==> src/rtl/cla_sub_64bit_pipe.sv <==
// Two-stage pipelined 64-bit carry-lookahead subtractor: diff = a - b - bin, bout = borrow-out.
// Define CLA_SUB_FLAGS_EN to add registered zero/neg/ovf result flags.
module cla_sub_64bit_pipe (
   input  logic        clk,
   input  logic        rst,
   input  logic        in_valid,
   output logic        in_ready,
   input  logic [63:0] a,
   input  logic [63:0] b,
   input  logic        bin,
   output logic        out_valid,
   input  logic        out_ready,
   output logic [63:0] diff,
   output logic        bout
`ifdef CLA_SUB_FLAGS_EN
   ,
   output logic        zero,
   output logic        neg,
   output logic        ovf
`endif
);

   // Handshake: a beat moves on any rising edge where valid && ready; a producer
   // holds valid and payload until that edge, and ready may depend on out_ready.

   // Generate of a 4-wide block; p[0] only matters for the block propagate.
   function automatic logic grp_gen(input logic [3:0] g, input logic [3:1] p);
      grp_gen = g[3] | (p[3] & g[2]) | (p[3] & p[2] & g[1]) | (p[3] & p[2] & p[1] & g[0]);
   endfunction

   // Carries into positions 1..3 of a 4-wide block, fully expanded (no ripple).
   function automatic logic [2:0] carries3(input logic [2:0] g, input logic [2:0] p,
                                           input logic c);
      logic c1, c2, c3;
      c1 = g[0] | (p[0] & c);
      c2 = g[1] | (p[1] & g[0]) | (p[1] & p[0] & c);
      c3 = g[2] | (p[2] & g[1]) | (p[2] & p[1] & g[0]) | (p[2] & p[1] & p[0] & c);
      carries3 = {c3, c2, c1};
   endfunction

   // ---------------- stage 1: propagate/generate terms ----------------
   logic [63:0] p_c, g_c;
   logic [15:0] gg_c, gp_c;
   logic [3:0]  sg_c, sp_c;

   assign p_c = a ^ ~b;
   assign g_c = a & ~b;

   always_comb begin
      gg_c = '0;
      gp_c = '0;
      for (int i = 0; i < 16; i++) begin
         gg_c[i] = grp_gen(g_c[4*i +: 4], p_c[4*i+1 +: 3]);
         gp_c[i] = &p_c[4*i +: 4];
      end
   end

   always_comb begin
      sg_c = '0;
      sp_c = '0;
      for (int k = 0; k < 4; k++) begin
         sg_c[k] = grp_gen(gg_c[4*k +: 4], gp_c[4*k+1 +: 3]);
         sp_c[k] = &gp_c[4*k +: 4];
      end
   end

   logic        s1_valid;
   logic [63:0] s1_p, s1_g;
   logic [15:0] s1_gg, s1_gp;
   logic [3:0]  s1_sg, s1_sp;
   logic        s1_cin;

   logic load_out;
   assign load_out = !out_valid || out_ready;
   assign in_ready = !s1_valid || load_out;

   // Payload registers only load on an accepted beat, so idle inputs are ignored.
   always_ff @(posedge clk) begin
      if (in_valid && in_ready) begin
         s1_p   <= p_c;
         s1_g   <= g_c;
         s1_gg  <= gg_c;
         s1_gp  <= gp_c;
         s1_sg  <= sg_c;
         s1_sp  <= sp_c;
         s1_cin <= ~bin;
      end
   end

   // ---------------- stage 2: carries and result ----------------
   logic [4:0]  sec_c;
   logic [15:0] grp_c;
   logic [64:0] bit_c;

   always_comb begin
      sec_c      = '0;
      sec_c[0]   = s1_cin;
      sec_c[3:1] = carries3(s1_sg[2:0], s1_sp[2:0], s1_cin);
      sec_c[4]   = grp_gen(s1_sg, s1_sp[3:1]) | ((&s1_sp) & s1_cin);
   end

   always_comb begin
      grp_c = '0;
      for (int k = 0; k < 4; k++) begin
         grp_c[4*k]        = sec_c[k];
         grp_c[4*k+1 +: 3] = carries3(s1_gg[4*k +: 3], s1_gp[4*k +: 3], sec_c[k]);
      end
   end

   // Each group starts from its lookahead carry, never from its neighbour's bit 3.
   always_comb begin
      bit_c = '0;
      for (int i = 0; i < 16; i++) begin
         bit_c[4*i]        = grp_c[i];
         bit_c[4*i+1 +: 3] = carries3(s1_g[4*i +: 3], s1_p[4*i +: 3], grp_c[i]);
      end
      bit_c[64] = sec_c[4];
   end

   logic [63:0] diff_c;
   logic        bout_c;
   assign diff_c = s1_p ^ bit_c[63:0];
   assign bout_c = ~bit_c[64];

   // The top terms of every group/section are folded into higher levels instead.
   logic unused_terms;
   assign unused_terms = ^{s1_gg, s1_gp, s1_g};

`ifdef CLA_SUB_FLAGS_EN
   logic zero_c, neg_c, ovf_c;
   assign zero_c = (diff_c == 64'd0);
   assign neg_c  = diff_c[63];
   // p[63]==0 means a[63]!=b[63]; then g[63] equals a[63].
   assign ovf_c  = ~s1_p[63] & (diff_c[63] ^ s1_g[63]);
`endif

   always_ff @(posedge clk) begin
      if (rst) begin
         s1_valid  <= 1'b0;
         out_valid <= 1'b0;
         diff      <= 64'd0;
         bout      <= 1'b0;
`ifdef CLA_SUB_FLAGS_EN
         zero      <= 1'b0;
         neg       <= 1'b0;
         ovf       <= 1'b0;
`endif
      end else begin
         if (in_ready) begin
            s1_valid <= in_valid;
         end
         if (load_out) begin
            out_valid <= s1_valid;
            if (s1_valid) begin
               diff <= diff_c;
               bout <= bout_c;
`ifdef CLA_SUB_FLAGS_EN
               zero <= zero_c;
               neg  <= neg_c;
               ovf  <= ovf_c;
`endif
            end
         end
      end
   end

endmodule
==> config.mk <==
export PLATFORM = sky130hd
export DESIGN_NAME = cla_sub_64bit_pipe
export DESIGN_NICKNAME = d
export VERILOG_FILES = /design/src/rtl/cla_sub_64bit_pipe.sv
export SDC_FILE = /design/constraint.sdc
export NUM_CORES = 1
export LEC_CHECK = 0
export BUFFER_PORTS_ARGS = -buffer_cell sky130_fd_sc_hd__buf_2
export CORE_MARGIN = 8
export CORE_UTILIZATION = 59
export DETAILED_ROUTE_END_ITERATION = 16
export PLACE_DENSITY = 0.85
export RECOVER_POWER = 100
export SETUP_SLACK_MARGIN = 0.4
export SYNTH_ARGS = -nofsm -noshare
export SYNTH_HDL_FRONTEND = slang
export SYNTH_SLANG_ARGS = --single-unit
==> constraint.sdc <==
create_clock -name clk -period 17.72 [get_ports clk]
set_input_delay 5.316 -clock clk [delete_from_list [all_inputs] [get_ports clk]]
set_output_delay 5.316 -clock clk [all_outputs]
set_load 0.02 [all_outputs]
== Word level (Yosys, flattened, before mapping) ==
Cells that the tools add are included.
W data, S select, Z words.
Cells by class
  bitwise operators: 491
  reductions and logical operators: 27
Operators by type and width (count)
  $and A1 B1 Y1: 295
  $or A1 B1 Y1: 190
  $xor A64 B64 Y64: 2
  $reduce_and A4 Y1: 17
  $and A64 B64 Y64: 1
  $not A64 Y64: 1
  $reduce_and A16 Y1: 4
  $logic_not A1 Y1: 2
  $logic_or A1 B1 Y1: 2
  $not A1 Y1: 2
  $reduce_and A2 Y1: 1
  $logic_and A1 B1 Y1: 1
Storage, ports and cells
  output and inout port bits: 67
  input port bits: 133
  register bits: 233

== Depth between registers and ports, before layout ==
Gate-level depths: netlist (run 1).
  word-level depth: 10
  depth in mapped cells: 9
  depth with buffers taken out: 9

== Worst setup path before layout (run 1) ==
OpenSTA, ideal clock, no wires.
  path kind: input-to-output
  from: input port out_ready
  to: output port in_ready
  arrival: 5712 ps
  stages on the path: 2
  slack: 6692 ps
  buffers on the path: 0
  data required time: 12404 ps
  path through: nor2b_1 > nand2_1
Between the ends
  cells in the longest elaborated chain, start to end: 2
Ends and longest elaborated chain
  start: declaration: line 12  | input logic out_ready,
  $logic_or A1 B1 Y1: line 74  | assign load_out = !out_valid || out_ready;
  $logic_or A1 B1 Y1: line 75  | assign in_ready = !s1_valid || load_out;
  end: declaration: line 7  | output logic in_ready,
No other way between the ends.

== Worst setup path in the final report (run 1) ==
  from: input port out_ready
  to: register s1_p[25], enable pin
Between the ends
  cells in the longest elaborated chain, start to end: 3
Ends and longest elaborated chain
  $logic_or A1 B1 Y1: line 74
  $logic_or A1 B1 Y1: line 75
  $logic_and A1 B1 Y1: line 79  | if (in_valid && in_ready) begin
  end signal: assignment: line 80  | s1_p <= p_c;
  end: declaration: line 68  | logic [63:0] s1_p, s1_g;
No other way between the ends.
A chain may end at the register's enable or synchronous reset.

==> results.cfg, run 1 <==
[placement]
dp_hpwl_mm = 16.13
port_buffers = 199
gp_congestion = 0.8313

[synthesis]
syn_avg_cell_area_um2 = 11.34
netlist_area_um2 = 9595
synth_commonest_cells = edfxtp_1, nand2_1, a21oi_1, ha_1, inv_1
syn-num-nets = 1059
yosysTopAreaCellShare = 0.4538
synth_top_area_cell = edfxtp_1
synth_edf_count = 145
synth_flop_cell = edfxtp_1
synth_area_leaders = edfxtp_1, dfxtp_1, ha_1
seq_area_frac_synth = 0.5936
ys_ff_latch = 212
async_flop_share = 0
yosysMostFrequentCell = edfxtp_1
synth.distinct_cells = 42
yosysWarnings = 0
synthCells = 846

[floorplan]
ios = 200
core_um2 = 15890
rows = 46
fp.dieH_um = 143.5
die_w_um = 143.5
initial_core_util = 0.6040
die_area_um2 = 20600

[sta]
worst_slew_pin_slew_ps = 4497
fmax_mhz = 86.25
skew_ps = 14.25
final_max_slew_viol_count = 197
fin_crit_ps = 11590
rsz0062_at_grt = no
tns_ps = 0
finalSetupViolCount = 0
finalCritPeriodShare = 0.6543
worst_slew_margin_rel = -1.998
hold_violations = 0

[route]
antenna_left = 0
drc_errors = 0
drt_wl_total_mm = 22.07
num_vias = 7000
via_per_inst = 5.443
wl_per_cell_um = 17.16
drt_iter0_markers = 428
firstDrtPassIters = 4

[critical_path]
worstPathMaxFanout = 73
crit_required_ps = 17730
startpoint = out_ready
crit_path_start_kind = input pin
critical_path_arrival_ps = 11600
criticalPathCategory = in -> reg
r2r_start = out_valid$_SDFFE_PP0P_
setup.worst_path.end_class = flop

[pwr]
leakagePower_nw = 4.886
power_mw = 1.205
switchingPower_uw = 295.4
power.internal_uw = 909.4
powerDensity_nw_per_um2 = 105.2
sequentialPowerShare = 0.496
combPwrFrac = 0.129
switching_share = 0.2452
vdd_drop_max_mv = 0.08975
pwr-share-clk = 0.375

[run_status]
violations = capacitance limit, slew limit
outcome = finished, violations left

[final_layout]
drive_gt1_frac = 0.1523
post-route-util = 0.7208
fin_nets = 1267
diodes = 0
syn_to_final_growth_pct = 19.32

[cts]
clockRootBuffer = clkbuf_16
htreeDepth = 1
tritoncts = built
clk_pin_slew_ps = 60
cts_setup_buffers = 0
clk-insertion-delay-late_ps = 490
cts.sinks = 212
cts_hold_buf = 0
numCtsBuffers = 22
cts_buffer_depth = 3
cts_resized = 0

[grt]
grt_pass1_wl_mm = 34.71
first_global_vias = 7295
track_usage = 0.2129
grt_max_degree = 74
overflow = 0
antenna_found_initial = 0

[worst_hold_path]
hold_class = reg -> reg
min_from = diff[17]$_SDFFE_PP0P_

[flow_run]
max_cap_violations = 3
[metrics by stage]
step	instances	worst slack (ps)	cell area, um2	hold slack, ps
2_1_floorplan	846	6692	9595	493.5
3_3_place_gp	1246	6397	10840	431.3
3_5_place_dp	1246	6355	10840	439.9
4_1_cts	1286	6367	11560	448.3
5_1_grt	1286	5352	11450	471.9
6_report	1286	6126	11450	449.7
[flip-flops by register name, indices dropped and copies added (netlist names)]
name,count
bout,1
s1_valid,1
s1_sg,4
s1_gg,12
out_valid,1
s1_gp,12
diff,64
s1_g,48
s1_cin,1
s1_p,64
s1_sp,4
[cells in the final DEF (no fill, tap or decap), types with 7 or more instances in the layout]
| master | synthesis | layout |
|---|---|---|
| edfxtp_1 | 145 | 145 |
| buf_2 | 0 | 127 |
| clkbuf_16 | 0 | 24 |
| nor3_1 | 8 | 8 |
| xor2_1 | 12 | 12 |
| nor2_1 | 45 | 45 |
| nand2_1 | 116 | 116 |
| inv_1 | 74 | 74 |
| nor2b_1 | 8 | 7 |
| ha_1 | 80 | 80 |
| dfxtp_1 | 67 | 67 |
| o21bai_1 | 7 | 7 |
| nand4_1 | 11 | 11 |
| xnor2_1 | 31 | 31 |
| o21ai_0 | 45 | 46 |
| a21oi_1 | 84 | 84 |
| clkbuf_1 | 19 | 84 |
| a21o_1 | 26 | 26 |
[critical path: stages]
cell	delay [ps]
buf_2	80
nor2b_1	90
nand2_1	100
and2_0	3190
clkbuf_1	2770
[power groups by stage]
stage	combinational, mW	clock (mW)	sequential [mW]
detailed placement	0.159	0	0.605
CTS	0.161	0.459	0.595
global placement	0.154	0	0.602
finish	0.156	0.452	0.597
global route	0.175	0.478	0.601
floorplan	0.0894	0	0.614
[worst paths after layout]
kind / end / slack (ps) / cells past startpoint
setup / recovery: s1_p[25]$_DFFE_PP_ / 6130 / 5
hold / removal: diff[17]$_SDFFE_PP0P_ / 450 / 2
setup reg to reg: s1_p[25]$_DFFE_PP_ / 10620 / 4
hold reg to reg: diff[17]$_SDFFE_PP0P_ / 450 / 2
[metal layers]
metal	track usage	share of wire	up-vias	routed length [um]
met5	0	0	-	0
met4	0.06309	0.019	0	418
met3	0.04214	0.075	40	1654
met2	0.3822	0.51	240	11210
met1	0.2529	0.40	3303	8785
li1	-	-	3417	-
[kinds of logic after synthesis]
| family | synth area share |
|---|---|
| AO/OA/AOI/OAI | 0.1267 |
| XOR/XNOR | 0.03925 |
| adder cells (fa/ha/maj) | 0.1043 |
| buffers and inverters | 0.03638 |
| flip-flops | 0.5936 |
| multiplexers | 0.001043 |
| AND/OR/NAND/NOR | 0.09871 |
[layout make-up]
class	instances	area, um2
inverters	74	277.8
flip-flops and latches	212	5695
clock inverters	1	3.754
well taps	216	270.3
clock buffers	39	716.9
multi-input cells	541	3561
repair buffers	203	924.6
fillers	1157	4436
Note: power is estimated with default switching activity, not from simulation.
==> inputs of run 2 (changes only) <==
ABC_AREA = 1   (was unset)
CORE_UTILIZATION = 56   (was 59)
PLACE_DENSITY = 0.81   (was 0.85)
clock period = 11.5 ns   (was 17.72 ns; I/O delays follow)
==> run 2 against run 1 <==
Net effect:
- the flow still finishes with violations (capacitance limit, slew limit)
- global-route usage shrank 0.83 points
- synthesized cell count grew 23%
- core utilization shrank 4.5 points
- first-iteration DRC count shrank 2.3%
- wire length grew 7.3%
- total power grew 63%
- clock power grew 71%
- critical endpoint is now diff[53]$_SDFFE_PP0P_
==> results.cfg, run 2 <==
[critical_path]
crit_chain = buf_2 > inv_1 > nand2_1 > nand2_1 > clkinvlp_2 > clkbuf_1 > o21ai_0 > a21oi_1
criticalPathCategory = in -> reg
r2r_slack_ps = 5730
worstPathMaxFanout = 112
crit_path_start_kind = input pin
crit_required_ps = 11860
setup.worst_path.end_class = flop
crit_slowest_cell = clkbuf_1
reg2regPathDepth = 6
cpPeakStageDelay_ps = 3330
cpMostUsedCell = nand2_1
critical_path_arrival_ps = 8880

[final_layout]
syn_to_final_growth_pct = 18.58
diodes = 0
layout_commonest_cell = inv_1
largestRegisters = diff x64, s1_p x64, s1_g x48
stdcell_count = 1488
post-route-util = 0.6763
drive_gt1_frac = 0.1477
fin_nets = 1456
layout_common_cells = inv_1, edfxtp_1, nor2_1

[placement]
gp_congestion = 0.8372
dp_hpwl_mm = 17.12
port_buffers = 199
place_ws_ps = 4132
dp.cells = 1447

[pwr]
powerDensity_nw_per_um2 = 162.5
vdd_drop_max_mv = 0.1464
leakagePower_nw = 5.625
power.internal_mw = 1.467
combPwrFrac = 0.138
sequentialPowerShare = 0.469
switching_share = 0.2543
switchingPower_uw = 500.2
pwr-share-clk = 0.393

[synthesis]
synth_area_leaders = edfxtp_1, dfxtp_1, ha_1
netlist_area_um2 = 10210
syn_avg_cell_area_um2 = 9.846
synth_commonest_cells = inv_1, edfxtp_1, nor2_1, nand2_1, nand3_1
synth_top_area_cell = edfxtp_1
ys_ff_latch = 212
yosysWarnings = 0
synth_flop_cell = edfxtp_1
synthCells = 1037
synth_edf_count = 145
yosysTopAreaCellShare = 0.4265
syn-num-nets = 1250
seq_area_frac_synth = 0.5578
yosysMostFrequentCell = inv_1
async_flop_share = 0
synth.distinct_cells = 38

[grt]
grt_max_degree = 113
first_global_vias = 7934
antenna_found_initial = 1
track_usage = 0.2046
overflow = 0
grt_pass1_wl_mm = 37.50

[sta]
rsz0062_at_grt = no
finalSetupViolCount = 0
hold_violations = 0
worst_slew_pin_slew_ps = 4760
finalCritPeriodShare = 0.7409
fin_crit_ps = 8521
final_max_slew_viol_count = 280
setup_slack_ps = 2979
fmax_mhz = 117.4
tns_ps = 0
skew_ps = 11.91
worst_slew_margin_rel = -2.173

[cts]
htreeDepth = 1
tritoncts = built
cts_setup_buffers = 0
clk-insertion-delay-late_ps = 500
cts_resized = 0
numCtsBuffers = 23
cts.sinks = 212
cts_buffer_depth = 3
clockRootBuffer = clkbuf_16
clk_pin_slew_ps = 60
cts_hold_buf = 0

[run_status]
outcome = finished, violations left
violations = capacitance limit, slew limit

[route]
num_vias = 8010
drc_errors = 0
via_per_inst = 5.383
firstDrtPassIters = 8
wl_per_cell_um = 15.91
antenna_left = 0
drt_wl_total_mm = 23.67
drt_iter0_markers = 418

[floorplan]
initial_core_util = 0.5703
rows = 49
die_w_um = 151.0
core_um2 = 17900
die_area_um2 = 22810
fp.dieH_um = 151.0
ios = 200

[worst_hold_path]
whs_path_depth = 2
hold_class = reg -> reg

[flow_run]
max_cap_violations = 4
-- run 2: per-layer routing --
layer | wire length [um] | vias up | track usage
met5 | 8 | - | 0
met2 | 12090 | 235 | 0.3741
met1 | 9458 | 3781 | 0.2344
li1 | - | 3944 | -
met3 | 1539 | 48 | 0.04063
met4 | 567 | 2 | 0.06729
-- run 2: final timing paths --
kind | start | end
min reg2reg | diff[48]$_SDFFE_PP0P_ | diff[48]$_SDFFE_PP0P_
max | out_ready | diff[53]$_SDFFE_PP0P_
min | diff[48]$_SDFFE_PP0P_ | diff[48]$_SDFFE_PP0P_
max reg2reg | out_valid$_SDFFE_PP0P_ | diff[53]$_SDFFE_PP0P_
-- run 2: kinds of logic after synthesis --
logic type,share of synthesized area
AOI/OAI and AO/OA,0.09007
buffers and inverters,0.06471
adders and majority gates,0.09804
xor gates and xnor gates,0.01630
DFF,0.5578
and+or+nand+nor,0.1730
-- run 2: cell type report --
class | count | area [um2]
clock inverter | 15 | 207.7
fill | 1384 | 5796
clock buffer | 26 | 586.8
multi-input combinational | 654 | 3854
sequential | 212 | 5695
inverter | 150 | 565.5
tap | 229 | 286.5
timing repair buffer | 202 | 910.9
-- run 2: power groups by stage --
stage | registers [mW] | logic, mW | clock network [mW]
after floorplan | 0.951 | 0.159 | 0
after global placement | 0.932 | 0.264 | 0
after detailed placement | 0.935 | 0.273 | 0
after CTS | 0.919 | 0.277 | 0.784
after global routing | 0.930 | 0.305 | 0.818
final | 0.923 | 0.271 | 0.773
-- run 2: worst max-delay path: cells and delay by family --
kind | cells | cell delay [ps]
AOI/OAI and AO/OA | 2 | 1030
buffers and inverters | 4 | 3710
and+or+nand+nor | 2 | 600
-- run 2: stage by stage --
stage	total power, mW	hold slack [ps]	area (um2)
after CTS	1.980	483.2	12220
after floorplan	1.110	469.5	10210
after global routing	2.053	509.3	12110
after global placement	1.196	459.8	11420
final	1.967	487.0	12110
after detailed placement	1.208	468.7	11420
==> inputs of run 3 (changes only) <==
clock period = 8.5 ns   (was 11.5 ns; I/O delays follow)
==> run 3 against run 2 <==
Net effect:
- the run still ends with capacitance limit, slew limit left
- highest routed layer unchanged
- critical path depth fell by 2
- worst setup slack got worse by 900 ps
- first-iteration DRC count fell by 8.1%
- largest power group unchanged
==> results.cfg, run 3 (synthesized netlist as in run 2, its figures left out) <==
[pwr]
combPwrFrac = 0.141
power.internal_mw = 1.894
vdd_drop_max_mv = 0.1754
sequentialPowerShare = 0.487
leakagePower_nw = 5.626
switchingPower_uw = 664.8
powerDensity_nw_per_um2 = 212.3
switching_share = 0.2598
power_mw = 2.559
pwr-share-clk = 0.371

[critical_path]
reg2regPathDepth = 4
criticalPathCategory = in -> reg
r2r_start = out_valid$_SDFFE_PP0P_
setup.worst_path.end_class = flop
r2r_end = s1_g[2]$_DFFE_PP_
worstPathMaxFanout = 74
crit_path_start_kind = input pin
crit_end = s1_g[2]$_DFFE_PP_
crit_required_ps = 8610
critical_path_arrival_ps = 6540
startpoint = out_ready
r2r_slack_ps = 3910

[final_layout]
syn_to_final_growth_pct = 18.03
fin_nets = 1455
diodes = 0
ff_latch_area_um2 = 5695
final_area_um2 = 12050
multi_input_area_um2 = 3854
layout_common_cells = inv_1, edfxtp_1, nor2_1, buf_2, nand2_1
fillers = 1404
layout_commonest_cell = inv_1
largestRegisters = diff x64, s1_p x64, s1_g x48
drive_gt1_frac = 0.1518

[floorplan]
core_um2 = 17900
ios = 200
die_w_um = 151.0
die_area_um2 = 22810
initial_core_util = 0.5703
rows = 49
fp.dieH_um = 151.0

[grt]
track_usage = 0.2012
overflow = 0
grt_max_degree = 113
grt.busiest_layer = met2
grt_pass1_wl_mm = 37.07
antenna_found_initial = 1
globalRouteMet1Util = 0.2391
met3_usage = 0.03675
use_met2 = 0.3614
first_global_vias = 7854

[cts]
cts_buffer_depth = 3
clk-insertion-delay-late_ps = 500
cts_resized = 0
cts_setup_buffers = 0
clk_pin_slew_ps = 60
htreeDepth = 1
cts_hold_buf = 0
clockRootBuffer = clkbuf_16
numCtsBuffers = 22
cts.sinks = 212
tritoncts = built

[sta]
skew_ps = 13.69
tns_ps = 0
worst_slew_pin_slew_ps = 3053
holdWs_ps = 479.8
rsz0062_at_grt = no
finalSetupViolCount = 0
fmax_mhz = 155.7
fin_crit_ps = 6421
worst_slew_margin_rel = -1.047
final_max_slew_viol_count = 75
finalCritPeriodShare = 0.7555
hold_violations = 0

[run_status]
outcome = finished, violations left
violations = capacitance limit, slew limit

[route]
drc_errors = 0
wl_per_cell_um = 15.73
antenna_left = 0
num_vias = 7877
drt_wl_total_mm = 23.39
firstDrtPassIters = 6
via_per_inst = 5.297
drt_iter0_markers = 384

[placement]
port_buffers = 199
place_area_um2 = 11420
dp_hpwl_mm = 16.85
gp_congestion = 0.8349

[worst_hold_path]
whs_path_depth = 2
hold_class = reg -> reg

[flow_run]
max_cap_violations = 1
==> run 3: how the worst min path moves through the flow <==
stage	start	end	slack, ps
after floorplan	s1_sg[3]$_DFFE_PP_	bout$_SDFFE_PP0P_	470
after global placement	diff[52]$_SDFFE_PP0P_	diff[52]$_SDFFE_PP0P_	460
after detailed placement	diff[16]$_SDFFE_PP0P_	diff[16]$_SDFFE_PP0P_	470
after CTS	diff[16]$_SDFFE_PP0P_	diff[16]$_SDFFE_PP0P_	480
after global routing	diff[20]$_SDFFE_PP0P_	diff[20]$_SDFFE_PP0P_	520
final	diff[16]$_SDFFE_PP0P_	diff[16]$_SDFFE_PP0P_	480
==> run 3: metrics by stage <==
stage,setup slack [ps],util,cells
after floorplan,2287,-,1037
after global placement,2983,0.6381,1447
after detailed placement,2935,0.6381,1447
after CTS,2936,0.6784,1487
after global routing,1592,0.6731,1487
final,2079,0.6731,1487
==> run 3: critical path: stages <==
cell        delay [ps]
buf_2               90
inv_1               70
nand3_1            120
nand2_1            120
clkinvlp_2        2260
buf_4             1250
==> run 3: routing by layer <==
layer	routed length, um	up-vias
li1	-	3939
met4	544	2
met2	11910	229
met1	9563	3664
met5	8	-
met3	1358	43
==> run 3: cell type report <==
type | instances | share of cell area
Tap cell | 229 | 0.02378
Clock inverter | 9 | 0.006126
Inverter | 150 | 0.04693
Clock buffer | 31 | 0.05368
Multi-Input combinational cell | 654 | 0.3198
Sequential cell | 212 | 0.4726
Timing Repair Buffer | 202 | 0.07704
==> run 3: power by group through the flow <==
stage	combinational, mW	sequential (mW)	clock (mW)
after floorplan	0.215	1.29	0
after global placement	0.357	1.26	0
after detailed placement	0.367	1.26	0
after CTS	0.372	1.24	0.968
after global routing	0.408	1.26	1.01
final	0.362	1.25	0.949
